`config.mk`:
```
export PLATFORM = sky130hd
export DESIGN_NAME = vmicro16_apb_arbiter
export DESIGN_NICKNAME = d
export VERILOG_FILES = /design/src/rtl/vmicro16_apb_arbiter.sv
export SDC_FILE = /design/constraint.sdc
export NUM_CORES = 1
export LEC_CHECK = 0
export CAP_MARGIN = 20
export CORE_UTILIZATION = 39
export DETAILED_ROUTE_END_ITERATION = 16
export PLACE_DENSITY = 0.86
export SETUP_SLACK_MARGIN = 0.02
export SLEW_MARGIN = 20
export SYNTH_ARGS = -nofsm -noshare
export SYNTH_HDL_FRONTEND = slang
export SYNTH_SLANG_ARGS = --single-unit
```
`constraint.sdc`:
```
create_clock -name clk -period 2.25 [get_ports clk]
set_input_delay 0.675 -clock clk [delete_from_list [all_inputs] [get_ports clk]]
set_output_delay 0.675 -clock clk [all_outputs]
set_load 0.01 [all_outputs]
```
`src/rtl/vmicro16_apb_arbiter.sv`:
```
// Round-robin arbiter sharing one APB bus between several core-side masters.
// Decodes the slave select and turns missing or hung slaves into error completions.
module vmicro16_apb_arbiter #(
  parameter int MASTERS   = 2,
  parameter int SLAVES    = 5,
  parameter int BUS_WIDTH = 16,
  parameter int SEL_LSB   = 12,
  parameter int TIMEOUT   = 255
) (
  input  logic                           clk,
  input  logic                           reset,
  input  logic [MASTERS*BUS_WIDTH-1:0]   S_PADDR,
  input  logic [MASTERS-1:0]             S_PWRITE,
  input  logic [MASTERS-1:0]             S_PSELx,
  input  logic [MASTERS-1:0]             S_PENABLE,
  input  logic [MASTERS*BUS_WIDTH-1:0]   S_PWDATA,
  output logic [MASTERS*BUS_WIDTH-1:0]   S_PRDATA,
  output logic [MASTERS-1:0]             S_PREADY,
  output logic [MASTERS-1:0]             S_PSLVERR,
  output logic [BUS_WIDTH-1:0]           M_PADDR,
  output logic                           M_PWRITE,
  output logic [SLAVES-1:0]              M_PSELx,
  output logic                           M_PENABLE,
  output logic [BUS_WIDTH-1:0]           M_PWDATA,
  input  logic [BUS_WIDTH-1:0]           M_PRDATA,
  input  logic                           M_PREADY
);

  localparam int GW = (MASTERS > 1) ? $clog2(MASTERS) : 1;
  localparam logic [7:0] TMO_LAST = 8'(TIMEOUT - 1);

  typedef enum logic [1:0] {IDLE, SETUP, ACCESS, RELEASE} state_t;

  state_t               state_q;
  logic [GW-1:0]        grant_q, last_q;
  logic [7:0]           cnt_q;
  logic [BUS_WIDTH-1:0] paddr_q, pwdata_q;
  logic                 pwrite_q, penable_q, decerr_q;
  logic [SLAVES-1:0]    psel_q;

  logic [GW-1:0]        grant_d, cand;
  logic                 found;
  logic [3:0]           sel_idx;
  logic [SLAVES-1:0]    psel_d;
  logic                 decerr_d;
  logic                 tmo_hit, done, err;
  logic [BUS_WIDTH-1:0] s_addr  [MASTERS];
  logic [BUS_WIDTH-1:0] s_wdata [MASTERS];

  // PENABLE from the cores carries no information the arbiter needs.
  logic unused_penable;
  assign unused_penable = ^S_PENABLE;

  always_comb begin
    for (int m = 0; m < MASTERS; m++) begin
      s_addr[m]  = S_PADDR[m*BUS_WIDTH +: BUS_WIDTH];
      s_wdata[m] = S_PWDATA[m*BUS_WIDTH +: BUS_WIDTH];
    end
  end

  // Scan from the master after the last one served; first requester wins.
  always_comb begin
    grant_d = last_q;
    found   = 1'b0;
    cand    = '0;
    for (int i = 1; i <= MASTERS; i++) begin
      cand = GW'((int'(last_q) + i) % MASTERS);
      if (!found && S_PSELx[cand]) begin
        found   = 1'b1;
        grant_d = cand;
      end
    end
  end

  always_comb begin
    sel_idx  = s_addr[grant_d][SEL_LSB+3:SEL_LSB];
    psel_d   = '0;
    decerr_d = 1'b1;
    if (int'(sel_idx) < SLAVES) begin
      psel_d   = SLAVES'(1) << sel_idx;
      decerr_d = 1'b0;
    end
  end

  assign tmo_hit = (cnt_q == TMO_LAST);
  assign done    = (state_q == ACCESS) && (M_PREADY || decerr_q || tmo_hit);
  assign err     = (state_q == ACCESS) && (decerr_q || (tmo_hit && !M_PREADY));

  always_comb begin
    S_PREADY  = '0;
    S_PSLVERR = '0;
    S_PRDATA  = '0;
    for (int m = 0; m < MASTERS; m++) begin
      if (GW'(m) == grant_q) begin
        S_PREADY[m]  = done;
        S_PSLVERR[m] = err;
        if (done)
          S_PRDATA[m*BUS_WIDTH +: BUS_WIDTH] = err ? '1 : M_PRDATA;
      end
    end
  end

  always_ff @(posedge clk or negedge reset) begin
    if (!reset) begin
      state_q   <= IDLE;
      grant_q   <= '0;
      last_q    <= GW'(MASTERS - 1);
      cnt_q     <= '0;
      paddr_q   <= '0;
      pwdata_q  <= '0;
      pwrite_q  <= 1'b0;
      penable_q <= 1'b0;
      decerr_q  <= 1'b0;
      psel_q    <= '0;
    end else begin
      case (state_q)
        IDLE: begin
          if (|S_PSELx) begin
            grant_q  <= grant_d;
            paddr_q  <= s_addr[grant_d];
            pwdata_q <= s_wdata[grant_d];
            pwrite_q <= S_PWRITE[grant_d];
            psel_q   <= psel_d;
            decerr_q <= decerr_d;
            state_q  <= SETUP;
          end
        end
        SETUP: begin
          penable_q <= 1'b1;
          state_q   <= ACCESS;
        end
        ACCESS: begin
          if (done) begin
            last_q    <= grant_q;
            cnt_q     <= '0;
            psel_q    <= '0;
            penable_q <= 1'b0;
            state_q   <= RELEASE;
          end else begin
            cnt_q <= cnt_q + 8'd1;
          end
        end
        RELEASE: state_q <= IDLE;
        default: state_q <= IDLE;
      endcase
    end
  end

  assign M_PADDR   = paddr_q;
  assign M_PWDATA  = pwdata_q;
  assign M_PWRITE  = pwrite_q;
  assign M_PSELx   = psel_q;
  assign M_PENABLE = penable_q;

endmodule
```
==> out/summary.log <==
qor: floorplan.top_level_ports 164
qor: yosys.synthArstFlopShare 1.00
qor: critical_path.timing.critical_path.cells inv_2 > ha_4 > nand3_4 > o21ai_4 > buf_6 > nand3_4 > buf_16 > nor2_4 > buf_6
qor: cts.ctsHoldBuffers 0
qor: drt.routed_wl 10600 microns
qor: yosys.synthesis.instances 312
qor: global_routing.globalRouteTotalUtil 0.235
qor: cts.cts_max_path_buffers 2
qor: cells_and_area.nets 601
qor: critical_path.worst-path-buf-inv 4
qor: yosys.mux_contribution_to_synthesized_area 0.143
qor: timing.setup_viol_count_final 36
qor: timing.setup-tns-final -9.51 ns
qor: critical_path.timing.critical_path.arrival 1.93 ns
qor: yosys.yosysWarnings 0
qor: placed_design.placement.io_buffers 161
qor: yosys.mappedNetlistArea 2920 sq um
qor: drt.post_drt_wl_per_cell 17.4 microns
qor: drt.via_per_inst 5.11
qor: timing.final_critical_path_setup_slack -0.355 ns
qor: timing.final_period_minus_worst_setup_slack 2.61 ns
qor: power.p_leak 2.42 nW
qor: yosys.simple_gate_fraction_of_synth_area 0.205
qor: global_routing.number_of_antenna_violations_at_the_first_check_in_global_routing 0
qor: drt.drtAntennaViolNets 0
qor: timing.finalHoldViolations 0
qor: timing.final_max_slew_viol_count 0
qor: cts.cts_tree done
qor: placed_design.gp_routability_congestion 0.832
qor: drt.detail_route.iter0.violations 102
qor: cells_and_area.layout_common_cells 123 x sky130_fd_sc_hd__clkdlybuf4s50_1, 51 x sky130_fd_sc_hd__dfrtp_1, 39 x sky130_fd_sc_hd__nand2_1
qor: flow_run.max_cap_viols 0
qor: yosys.synth_compound_gate_area_share 0.117
qor: outcome.result_of_the_run complete, but fails checks
qor: cts.cts_htree_levels 2
qor: yosys.ys_seq_elements 52
qor: global_routing.vias_in_the_first_global_route 3004
qor: cells_and_area.stdcell_area 5470 sq um
qor: global_routing.grt_overflow_total 0
qor: cts.clock_tree.root_cell sky130_fd_sc_hd__clkbuf_8
qor: timing.timing.max_slew.rel_slack 0.726
qor: cells_and_area.stdcell_count 607
qor: worst_hold_path.min_path_type input port to async pin
qor: placed_design.placed_cells 586
qor: cts.cts_sinks 52
qor: cells_and_area.layout.cells.most_common sky130_fd_sc_hd__clkdlybuf4s50_1
qor: yosys.ys_dominant_reg_cell sky130_fd_sc_hd__dfrtp_1
qor: cts.worstSkewPairLatency 0.30 ns
qor: floorplan.core 7250 sq um
qor: timing.finalClockSkew 0.00881 ns
qor: global_routing.pin_count_of_the_biggest_net_entering_global_routing 71
qor: critical_path.worstSetupEndpointType primary output
qor: cells_and_area.final_layout_size_suffix_gt1_frac 0.305
qor: floorplan.die_width 88.6 microns
qor: timing.fin_crit_sh 1.16
qor: yosys.synth_edf_count 0
qor: power.peakVddDrop 0.521 mV
qor: yosys.syn_nets 406
qor: critical_path.cell_family_with_the_largest_share_of_critical_path_delay buffers and inverters
qor: floorplan.fp.dieArea 7840 sq um
qor: timing.unrepaired_setup_endpoints_after_global_routing yes
qor: drt.vias 3101
qor: critical_path.critPathRequiredTime 1.57 ns
qor: timing.max_freq 384 MHz
qor: yosys.synth.avg_cell_area 9.37 sq um
qor: floorplan.die-height 88.6 microns
qor: critical_path.start_kind flip-flop
qor: yosys.synthDistinctLibCells 42
qor: placed_design.detailed_place.area 4860 sq um
qor: power.finalPower 6.27 mW
qor: critical_path.critical_path.slowest_cell sky130_fd_sc_hd__dfrtp_1
qor: placed_design.place.detailed.hpwl 6640 microns
qor: yosys.synth_xor_xnor_area_share 0.0180
qor: outcome.violations negative setup slack
qor: floorplan.num_rows 31
qor: drt.drc 0
qor: timing.max_slew.worst_pin.slew 0.410 ns
qor: power.total_power_divided_by_cell_area 1150 nW/um^2
qor: yosys.yosys.area_share.adder 0.0214
qor: critical_path.timing.setup.critical_path_class flip-flop to primary output
qor: critical_path.crit_path_max_fanout 8
qor: cells_and_area.diodes 0
qor: drt.detailedRoute.firstPassIterationCount 4
qor: cells_and_area.flow.area_growth_from_synthesis 87.1%
qor: cts.numCtsBuffers 5
qor: yosys.combinational_family_with_the_most_area_after_synthesis simple AND/OR/NAND/NOR gates
qor: cts.clkSlewWorstSetupHoldPaths 0.10 ns
qor: critical_path.worst_path_largest_cell_delay 0.39 ns
qor: global_routing.grt_pass1_wl 14100 microns
qor: floorplan.starting_utilization_of_the_core_area 0.403
qor: yosys.synth_seq_area_share 0.446
==> final timing paths <==
| check | start | cells after the start | slack (ns) | endpoint |
|---|---|---|---|---|
| min in group clk | M_PADDR[14] | 2 | 0.49 | M_PADDR[14] |
| min | reset | 2 | 0.36 | M_PADDR[12] |
| max in group asynchronous | reset | 2 | 1.62 | last_q |
| max | cnt_q[0] | 9 | -0.36 | S_PRDATA[4] |
| max reg2reg | state_q[0] | 7 | 0.21 | cnt_q[7] |
| min reg2reg | M_PADDR[14] | 2 | 0.49 | M_PADDR[14] |
==> sequential cells by signal, indices dropped and copies added (netlist names) <==
| name | count |
|---|---|
| state_q | 2 |
| M_PADDR | 16 |
| M_PWRITE | 1 |
| grant_q | 1 |
| M_PWDATA | 16 |
| cnt_q | 8 |
| M_PSELx | 5 |
| last_q | 1 |
| decerr_q | 1 |
| M_PENABLE | 1 |
==> synthesized netlist by cell type (2+ instances only) <==
cell / number / area [sq um]
sky130_fd_sc_hd__a21oi_1: 3 / 15.0
sky130_fd_sc_hd__and3_2: 2 / 15.0
sky130_fd_sc_hd__buf_2: 3 / 15.0
sky130_fd_sc_hd__buf_6: 6 / 67.6
sky130_fd_sc_hd__clkbuf_1: 8 / 30.0
sky130_fd_sc_hd__dfrtp_1: 51 / 1280
sky130_fd_sc_hd__ha_1: 5 / 62.6
sky130_fd_sc_hd__inv_1: 9 / 33.8
sky130_fd_sc_hd__mux2_2: 2 / 22.5
sky130_fd_sc_hd__mux2_4: 3 / 45.0
sky130_fd_sc_hd__mux2i_1: 35 / 350
sky130_fd_sc_hd__nand2_1: 40 / 150
sky130_fd_sc_hd__nand3_1: 4 / 20.0
sky130_fd_sc_hd__nand3_2: 2 / 20.0
sky130_fd_sc_hd__nand4_1: 2 / 12.5
sky130_fd_sc_hd__nor2_1: 55 / 206
sky130_fd_sc_hd__nor2_2: 2 / 12.5
sky130_fd_sc_hd__nor4_1: 2 / 12.5
sky130_fd_sc_hd__nor4b_1: 6 / 52.6
sky130_fd_sc_hd__o21a_1: 2 / 15.0
sky130_fd_sc_hd__o21ai_0: 38 / 190
sky130_fd_sc_hd__o21ai_1: 4 / 20.0
sky130_fd_sc_hd__o2bb2ai_1: 2 / 17.5
sky130_fd_sc_hd__o31ai_1: 3 / 22.5
sky130_fd_sc_hd__or3b_1: 2 / 17.5
sky130_fd_sc_hd__xor2_1: 5 / 43.8
==> metal layers <==
layer / share of wire / vias to the layer above / routed length, microns / global-route usage
met5: 0 / - / 0 / 0
met4: 0.030 / 0 / 318 / 0.0777
met3: 0.075 / 26 / 793 / 0.0448
met2: 0.53 / 140 / 5580 / 0.477
met1: 0.37 / 1475 / 3870 / 0.236
li1: - / 1460 / - / -
==> area by class of cell <==
type                    count  area [sq um]
well taps                  99           124
clock inverters             2          15.0
fillers                   469          1780
repair buffers            205          2120
clock buffers               6          82.6
flip-flops and latches     52          1300
inverters                   9          41.3
multi-input cells         234          1790
==> stage by stage <==
| step | util | hold slack [ns] | setup WS (ns) |
|---|---|---|---|
| final | 0.754 | 0.356 | -0.355 |
| after global routing | 0.754 | 0.375 | -0.430 |
| after CTS | 0.724 | 0.355 | -0.309 |
| after detailed placement | 0.670 | 0.472 | -0.803 |
| after global placement | 0.670 | 0.461 | -0.769 |
| after floorplan | - | 0.379 | 0.0477 |
==> what timing repair did <==
item / CTS / global route
setup endpoints to repair: 36 / 36
pin swaps: 23 / 14
cloned: 5 / 0
gates resized for setup: 207 / 66
buffers inserted: 9 / 1
==> power by group <==
part           internal [mW]  switching [mW]  leakage, nW
combinational           2.15            1.98         1.72
sequential              1.33           0.239        0.658
clock                  0.250           0.312       0.0434
==> kinds of logic (layout without fill, tap and decap cells) <==
group | count (synthesis) | after routing
buffers and inverters | 26 | 222
AO/OA/AOI/OAI | 57 | 57
flip-flops | 52 | 52
multiplexers | 40 | 40
AND/OR/NAND/NOR | 126 | 126
adder cells (fa/ha/maj) | 5 | 5
XOR/XNOR | 6 | 6
No activity file was read; power rests on OpenSTA's default activity.
